$ cat config.mk
export PLATFORM = sky130hd
export DESIGN_NAME = fetch_redirect_ctrl
export DESIGN_NICKNAME = d
export VERILOG_FILES = /design/src/rtl/fetch_redirect_ctrl_pkg.sv /design/src/rtl/fetch_hold_buffer.sv /design/src/rtl/fetch_redirect_ctrl.sv
export SDC_FILE = /design/constraint.sdc
export NUM_CORES = 1
export LEC_CHECK = 0
export ABC_AREA = 1
export BUFFER_PORTS_ARGS = -buffer_cell sky130_fd_sc_hd__buf_2
export CAP_MARGIN = 20
export CORE_ASPECT_RATIO = 0.6
export CORE_MARGIN = 8
export CORE_UTILIZATION = 52
export CTS_BUF_LIST = sky130_fd_sc_hd__clkbuf_4
export DETAILED_ROUTE_END_ITERATION = 10
export PLACE_DENSITY = 0.83
export REMOVE_ABC_BUFFERS = 1
export SYNTH_ARGS = -nofsm -noshare
export SYNTH_HDL_FRONTEND = slang
export SYNTH_HIERARCHICAL = 1
export SYNTH_SLANG_ARGS = --single-unit
$ cat constraint.sdc
create_clock -name clk -period 1.8 [get_ports clk]
set_input_delay 0.36 -clock clk [delete_from_list [all_inputs] [get_ports clk]]
set_output_delay 0.36 -clock clk [all_outputs]
set_load 0.1 [all_outputs]
$ cat src/rtl/fetch_redirect_ctrl_pkg.sv
// Shared definitions for the fetch redirect controller: state encodings and the
// default address/instruction width.
package fetch_redirect_ctrl_pkg;

    localparam int FRC_WORD = 16;

    typedef enum logic [1:0] {
        FRC_FETCH  = 2'd0,
        FRC_SQUASH = 2'd1,
        FRC_HOLD   = 2'd2
    } frc_state_e;

    localparam logic [15:0] FLUSH_COUNT_MAX = 16'hFFFF;

endpackage

$ cat src/rtl/fetch_hold_buffer.sv
// Single-entry pc/instruction holding register used while the ID stage is stalled
// and a fetched instruction has already been acknowledged by memory.
module fetch_hold_buffer
    import fetch_redirect_ctrl_pkg::*;
#(
    parameter int WORD = FRC_WORD
) (
    input  logic            clk,
    input  logic            reset_n,
    input  logic            load,
    input  logic            clear,
    input  logic [WORD-1:0] load_pc,
    input  logic [WORD-1:0] load_instr,
    output logic            valid,
    output logic [WORD-1:0] pc,
    output logic [WORD-1:0] instr
);

    logic            valid_reg;
    logic [WORD-1:0] pc_reg;
    logic [WORD-1:0] instr_reg;

    // Clear wins over load so a squash in the same cycle leaves the entry empty.
    always_ff @(posedge clk or negedge reset_n) begin
        if (!reset_n) begin
            valid_reg <= 1'b0;
            pc_reg    <= '0;
            instr_reg <= '0;
        end else if (clear) begin
            valid_reg <= 1'b0;
            pc_reg    <= '0;
            instr_reg <= '0;
        end else if (load) begin
            valid_reg <= 1'b1;
            pc_reg    <= load_pc;
            instr_reg <= load_instr;
        end
    end

    assign valid = valid_reg;
    assign pc    = pc_reg;
    assign instr = instr_reg;

endmodule

$ cat src/rtl/fetch_redirect_ctrl.sv
// Fetch stage: PC register, instruction-memory handshake and IF/ID register, with
// flush redirect and stall handling. Optional flush event counter: FLUSH_COUNT_EN.
module fetch_redirect_ctrl
    import fetch_redirect_ctrl_pkg::*;
#(
    parameter int              WORD     = FRC_WORD,
    parameter logic [WORD-1:0] RESET_PC = '0
) (
    input  logic            clk,
    input  logic            reset_n,
    input  logic            flush_signal,
    input  logic [WORD-1:0] flush_target,
    input  logic            stall,
    output logic            i_req,
    output logic [WORD-1:0] i_addr,
    input  logic            i_ack,
    input  logic [WORD-1:0] i_data,
    output logic            ifid_valid,
    output logic [WORD-1:0] ifid_pc,
    output logic [WORD-1:0] ifid_instr,
    output logic [15:0]     flush_count
);

    frc_state_e      state_reg, state_next;
    logic [WORD-1:0] pc_reg, pc_next;
    logic [WORD-1:0] pending_reg, pending_next;
    logic            ifid_valid_reg, ifid_valid_next;
    logic [WORD-1:0] ifid_pc_reg, ifid_pc_next;
    logic [WORD-1:0] ifid_instr_reg, ifid_instr_next;

    logic            buf_load;
    logic            buf_clear;
    logic            buf_valid;
    logic [WORD-1:0] buf_pc;
    logic [WORD-1:0] buf_instr;

    logic            load_ifid;
    logic [WORD-1:0] load_pc;
    logic [WORD-1:0] load_instr;

    fetch_hold_buffer #(
        .WORD(WORD)
    ) u_hold_buffer (
        .clk        (clk),
        .reset_n    (reset_n),
        .load       (buf_load),
        .clear      (buf_clear),
        .load_pc    (pc_reg),
        .load_instr (i_data),
        .valid      (buf_valid),
        .pc         (buf_pc),
        .instr      (buf_instr)
    );

    // In SQUASH the old address keeps being presented until memory acknowledges.
    assign i_req  = reset_n && (state_reg != FRC_HOLD);
    assign i_addr = pc_reg;

    always_comb begin
        state_next      = state_reg;
        pc_next         = pc_reg;
        pending_next    = pending_reg;
        ifid_valid_next = ifid_valid_reg;
        ifid_pc_next    = ifid_pc_reg;
        ifid_instr_next = ifid_instr_reg;
        buf_load        = 1'b0;
        buf_clear       = 1'b0;
        load_ifid       = 1'b0;
        load_pc         = pc_reg;
        load_instr      = i_data;

        case (state_reg)
            FRC_FETCH: begin
                if (i_ack) begin
                    if (flush_signal) begin
                        pc_next = flush_target;
                    end else if (stall) begin
                        buf_load   = 1'b1;
                        state_next = FRC_HOLD;
                    end else begin
                        load_ifid = 1'b1;
                        pc_next   = pc_reg + WORD'(1);
                    end
                end else if (flush_signal) begin
                    pending_next = flush_target;
                    state_next   = FRC_SQUASH;
                end
            end
            FRC_SQUASH: begin
                if (i_ack) begin
                    pc_next    = flush_signal ? flush_target : pending_reg;
                    state_next = FRC_FETCH;
                end else if (flush_signal) begin
                    pending_next = flush_target;
                end
            end
            FRC_HOLD: begin
                if (flush_signal) begin
                    buf_clear  = 1'b1;
                    pc_next    = flush_target;
                    state_next = FRC_FETCH;
                end else if (!stall) begin
                    load_ifid  = buf_valid;
                    load_pc    = buf_pc;
                    load_instr = buf_instr;
                    pc_next    = buf_pc + WORD'(1);
                    buf_clear  = 1'b1;
                    state_next = FRC_FETCH;
                end
            end
            default: begin
                state_next = FRC_FETCH;
            end
        endcase

        // Flush beats stall; an idle unstalled cycle inserts a bubble.
        if (flush_signal) begin
            ifid_valid_next = 1'b0;
        end else if (load_ifid) begin
            ifid_valid_next = 1'b1;
            ifid_pc_next    = load_pc;
            ifid_instr_next = load_instr;
        end else if (!stall) begin
            ifid_valid_next = 1'b0;
        end
    end

    always_ff @(posedge clk or negedge reset_n) begin
        if (!reset_n) begin
            state_reg      <= FRC_FETCH;
            pc_reg         <= RESET_PC;
            pending_reg    <= '0;
            ifid_valid_reg <= 1'b0;
            ifid_pc_reg    <= '0;
            ifid_instr_reg <= '0;
        end else begin
            state_reg      <= state_next;
            pc_reg         <= pc_next;
            pending_reg    <= pending_next;
            ifid_valid_reg <= ifid_valid_next;
            ifid_pc_reg    <= ifid_pc_next;
            ifid_instr_reg <= ifid_instr_next;
        end
    end

    assign ifid_valid = ifid_valid_reg;
    assign ifid_pc    = ifid_pc_reg;
    assign ifid_instr = ifid_instr_reg;

`ifdef FLUSH_COUNT_EN
    logic [15:0] flush_count_reg;

    always_ff @(posedge clk or negedge reset_n) begin
        if (!reset_n) begin
            flush_count_reg <= '0;
        end else if (flush_signal && (flush_count_reg != FLUSH_COUNT_MAX)) begin
            flush_count_reg <= flush_count_reg + 16'd1;
        end
    end

    assign flush_count = flush_count_reg;
`else
    assign flush_count = '0;
`endif

endmodule

==> summary.txt <==
Synthesis
  • Mean Syn Cell Area: 7.13 sq um
  • Cells after Synth: 819
  • Post-Syn Area: 0.00584 sq mm
  • #FFs+latches synth: 100
  • Library cells used by synthesis: 28
  • Post-synthesis sequential area ratio: ~43%
  • Warnings, synthesis: 6
  • Area leader, netlist: dfrtp_1
  • Main area contributors after synthesis: dfrtp_1, nand2_1, nand3_1
  • Yosys top cell area share: 42.8%

Worst setup path
  • Worst r2r src: state_reg[1]$_DFFE_PN0P_
  • Worst reg-to-reg setup slack: -0.11 ns
  • Worst path most repeated cell: buf_4
  • Worst-path cell chain: buf_4 > inv_4 > ha_4 > buf_4 > o2111ai_4 > clkinv_4 > clkbuf_16 > nor2_1 > a31oi_1
  • Critical path endpoint: ifid_instr[8]$_DFFE_PN0P_
  • CP Data Required Time: 2.17 ns
  • CP arrival: around 2.3 ns
  • CP Launch Type: flop
  • Worst Reg-to-Reg Cells: 9
  • Critical Path Source: state_reg[1]$_DFFE_PN0P_
  • CP Capture Type: flop
  • CP max-delay cell: dfrtp_1
  • RR Endpoint: ifid_instr[8]$_DFFE_PN0P_
  • Worst path max stage delay: 0.45 ns
  • Crit path kind: flop to flop
  • Critical path peak fanout: 7

Clocking
  • Worst skew pair latency: 0.49 ns
  • Clock transition at path regs: approximately 0.18 ns
  • CTS Buf Count: 9
  • Clock sinks: 100
  • H-tree Lvls: 3
  • CTS root buffer: clkbuf_4
  • CTS tree: done
  • Worst-case clock buffer depth: 2

Cells and area
  • Commonest non-fill, non-tap cell in the layout: nand2_1
  • Final net count: 966
  • Layout cells sized above 1: roughly 22%
  • Non-Filler Instances: 1073
  • Register Area: 0.00251 sq mm
  • # fillers: 934
  • N_diodes: 0
  • Area of the multi-input gates: about 0.003 sq mm
  • Final Cell Area: around 0.007 sq mm
  • Area grow syn2layout: 22.5%
  • Most frequent cells in the layout: nand2_1, dfrtp_1, nand3_1

STA
  • Fin crit period: around 1.9 ns
  • Final hold violations: 0
  • Final setup margin: -0.111 ns
  • Clk_skew: roughly 0.020 ns
  • Slew headroom: slightly above 60%
  • Setup violators final: 26
  • Worst-Margin Slew: around 0.57 ns
  • Max Slew Vio Count: 0
  • Achievable Freq: 0.523 GHz
  • RSZ-0062 raised after global routing: yes
  • Final Cycle Share: 106%
  • TNS Setup: -0.773 ns

Die
  • Number of top-level pins: roughly 100
  • Die height: around 100 um
  • Die area: 0.0150 sq mm
  • Width of the die: 153 um
  • Core box area: 0.0111 sq mm
  • Rows: 30
  • Initial Utilization: 52.6%

Run status
  • Failing checks: setup timing
  • Status: finished with violations

Place
  • GP Congestion: 0.953
  • Setup Slack @ Placement: -0.000992 ns
  • Dpl hpwl: 12100 um
  • Port bufs: 86
  • Placed instance count: 1035
  • Area after DPL: around 0.0065 sq mm

Route
  • WL per Instance: ~17 um
  • DR vias: 6108
  • Starting DRT DRC Count: 616
  • DRT Wirelength: 18700 um
  • Post-route ant nets: 0
  • Via-per-instance ratio: 5.69
  • DRC: 0
  • DRT Pass-1 Iters: 5

Global route
  • Global-route wire length before repair: 28300 um
  • Largest net degree at the start of global routing: 101
  • Number of global-route vias before repair: 5445
  • Grt ovf: 0
  • Initial antenna violation count: 0
  • Tot GR Track Use: approximately 23%

Flow run
  • Max-cap violation count: 0

Power and ir drop
  • Worst VDD drop: between 1500 and 2000 uV
  • Leakage: between 3 and 4 nW
  • PwrDens: 2100 mW/mm^2

Min path
  • Hold WC Path Type: primary input to flop
## synth_stat cells
cell,count
nand3_2,1
buf_2,15
nor2_1,53
buf_4,20
inv_1,55
a21boi_0,1
buf_1,1
xor2_1,3
nand3_1,93
conb_1,1
nand4_1,6
ha_1,5
a21oi_1,37
a21oi_2,1
o21ai_0,74
o2111ai_2,1
a31oi_1,23
nand2_1,286
o21bai_1,3
o2111ai_1,1
clkbuf_1,15
nand2_2,2
nor2_4,3
nor2_2,3
xnor2_1,3
dfrtp_1,100
buf_6,9
inv_2,4
## how the worst min path moves through the flow
| stage | end | slack [ns] | from | cells after the start |
|---|---|---|---|---|
| 2_1_floorplan | i_addr[0]$_DFFE_PN0P_ | 0.06 | reset_n | 0 |
| 5_1_grt | u_hold_buffer/instr[12]$_DFFE_PN0P_ | 0.11 | i_data[12] | 3 |
| 3_5_place_dp | u_hold_buffer/instr[1]$_DFFE_PN0P_ | 0.46 | u_hold_buffer/instr[1]$_DFFE_PN0P_ | 2 |
| 6_report | u_hold_buffer/instr[1]$_DFFE_PN0P_ | 0.11 | i_data[1] | 3 |
| 3_3_place_gp | u_hold_buffer/instr[4]$_DFFE_PN0P_ | 0.46 | u_hold_buffer/instr[4]$_DFFE_PN0P_ | 2 |
| 4_1_cts | u_hold_buffer/instr[5]$_DFFE_PN0P_ | 0.1 | i_data[5] | 3 |
## cell type report
cell class / count / area share [%]
Clock buffer: 9 / 0.944
Clock inverter: 7 / 1.15
Inverter: 59 / 3.25
Multi-Input combinational cell: 615 / 40.9
Sequential cell: 100 / 35.0
Tap cell: 144 / 2.52
Timing Repair Buffer: 139 / 16.2
## per-layer routing
layer	vias up	GRT usage, %	routed length (um)
met5	-	0	0
met4	0	4.16	238
met3	30	5.25	1880
met2	348	33.5	8200
met1	2886	33.8	8420
li1	2844	-	-
## cell families after synthesis
family                     count (synthesis)  synth area share [%]
buffers and inverters                    119                  10.4
and+or+nand+nor                          447                  31.7
adders and majority gates                  5                  1.07
other                                      1                0.0642
AOI/OAI and AO/OA                        141                  13.0
xor gates and xnor gates                   6                 0.900
DFF                                      100                  42.8
## critical path: cells and delay by family, from the launching register on
kind | cells | cell delay, ns
buf+inv | 5 | 0.69
flops | 1 | 0.45
compound gates | 2 | 0.33
fa+ha+maj | 1 | 0.18
simple gates | 1 | 0.14
## per-stage QoR
stage	hold WS (ns)	util [%]	total power, mW
after global routing	0.113	64.4	15.8
final	0.113	64.4	15.0
after global placement	0.455	58.2	12.6
after floorplan	0.0644	-	10.5
after detailed placement	0.460	58.2	12.8
after CTS	0.0986	60.9	14.3
## report_power, final
part / internal (mW) / total [mW] / leakage [nW] / switching [mW]
combinational: 2.42 / 9.56 / 2.21 / 7.15
sequential: 3.23 / 4.15 / 1.26 / 0.919
clock: 0.447 / 1.31 / 0.0756 / 0.867
## what timing repair did
item,in CTS,in global routing
endpoints found under the setup margin,17,88
hold buffers,1,0
gates resized for setup,27,54
hold endpoints to repair,23,0
pin swaps,2,11
setup buffers,5,10
gates cloned,1,7
(Power assumes the default switching activity.)
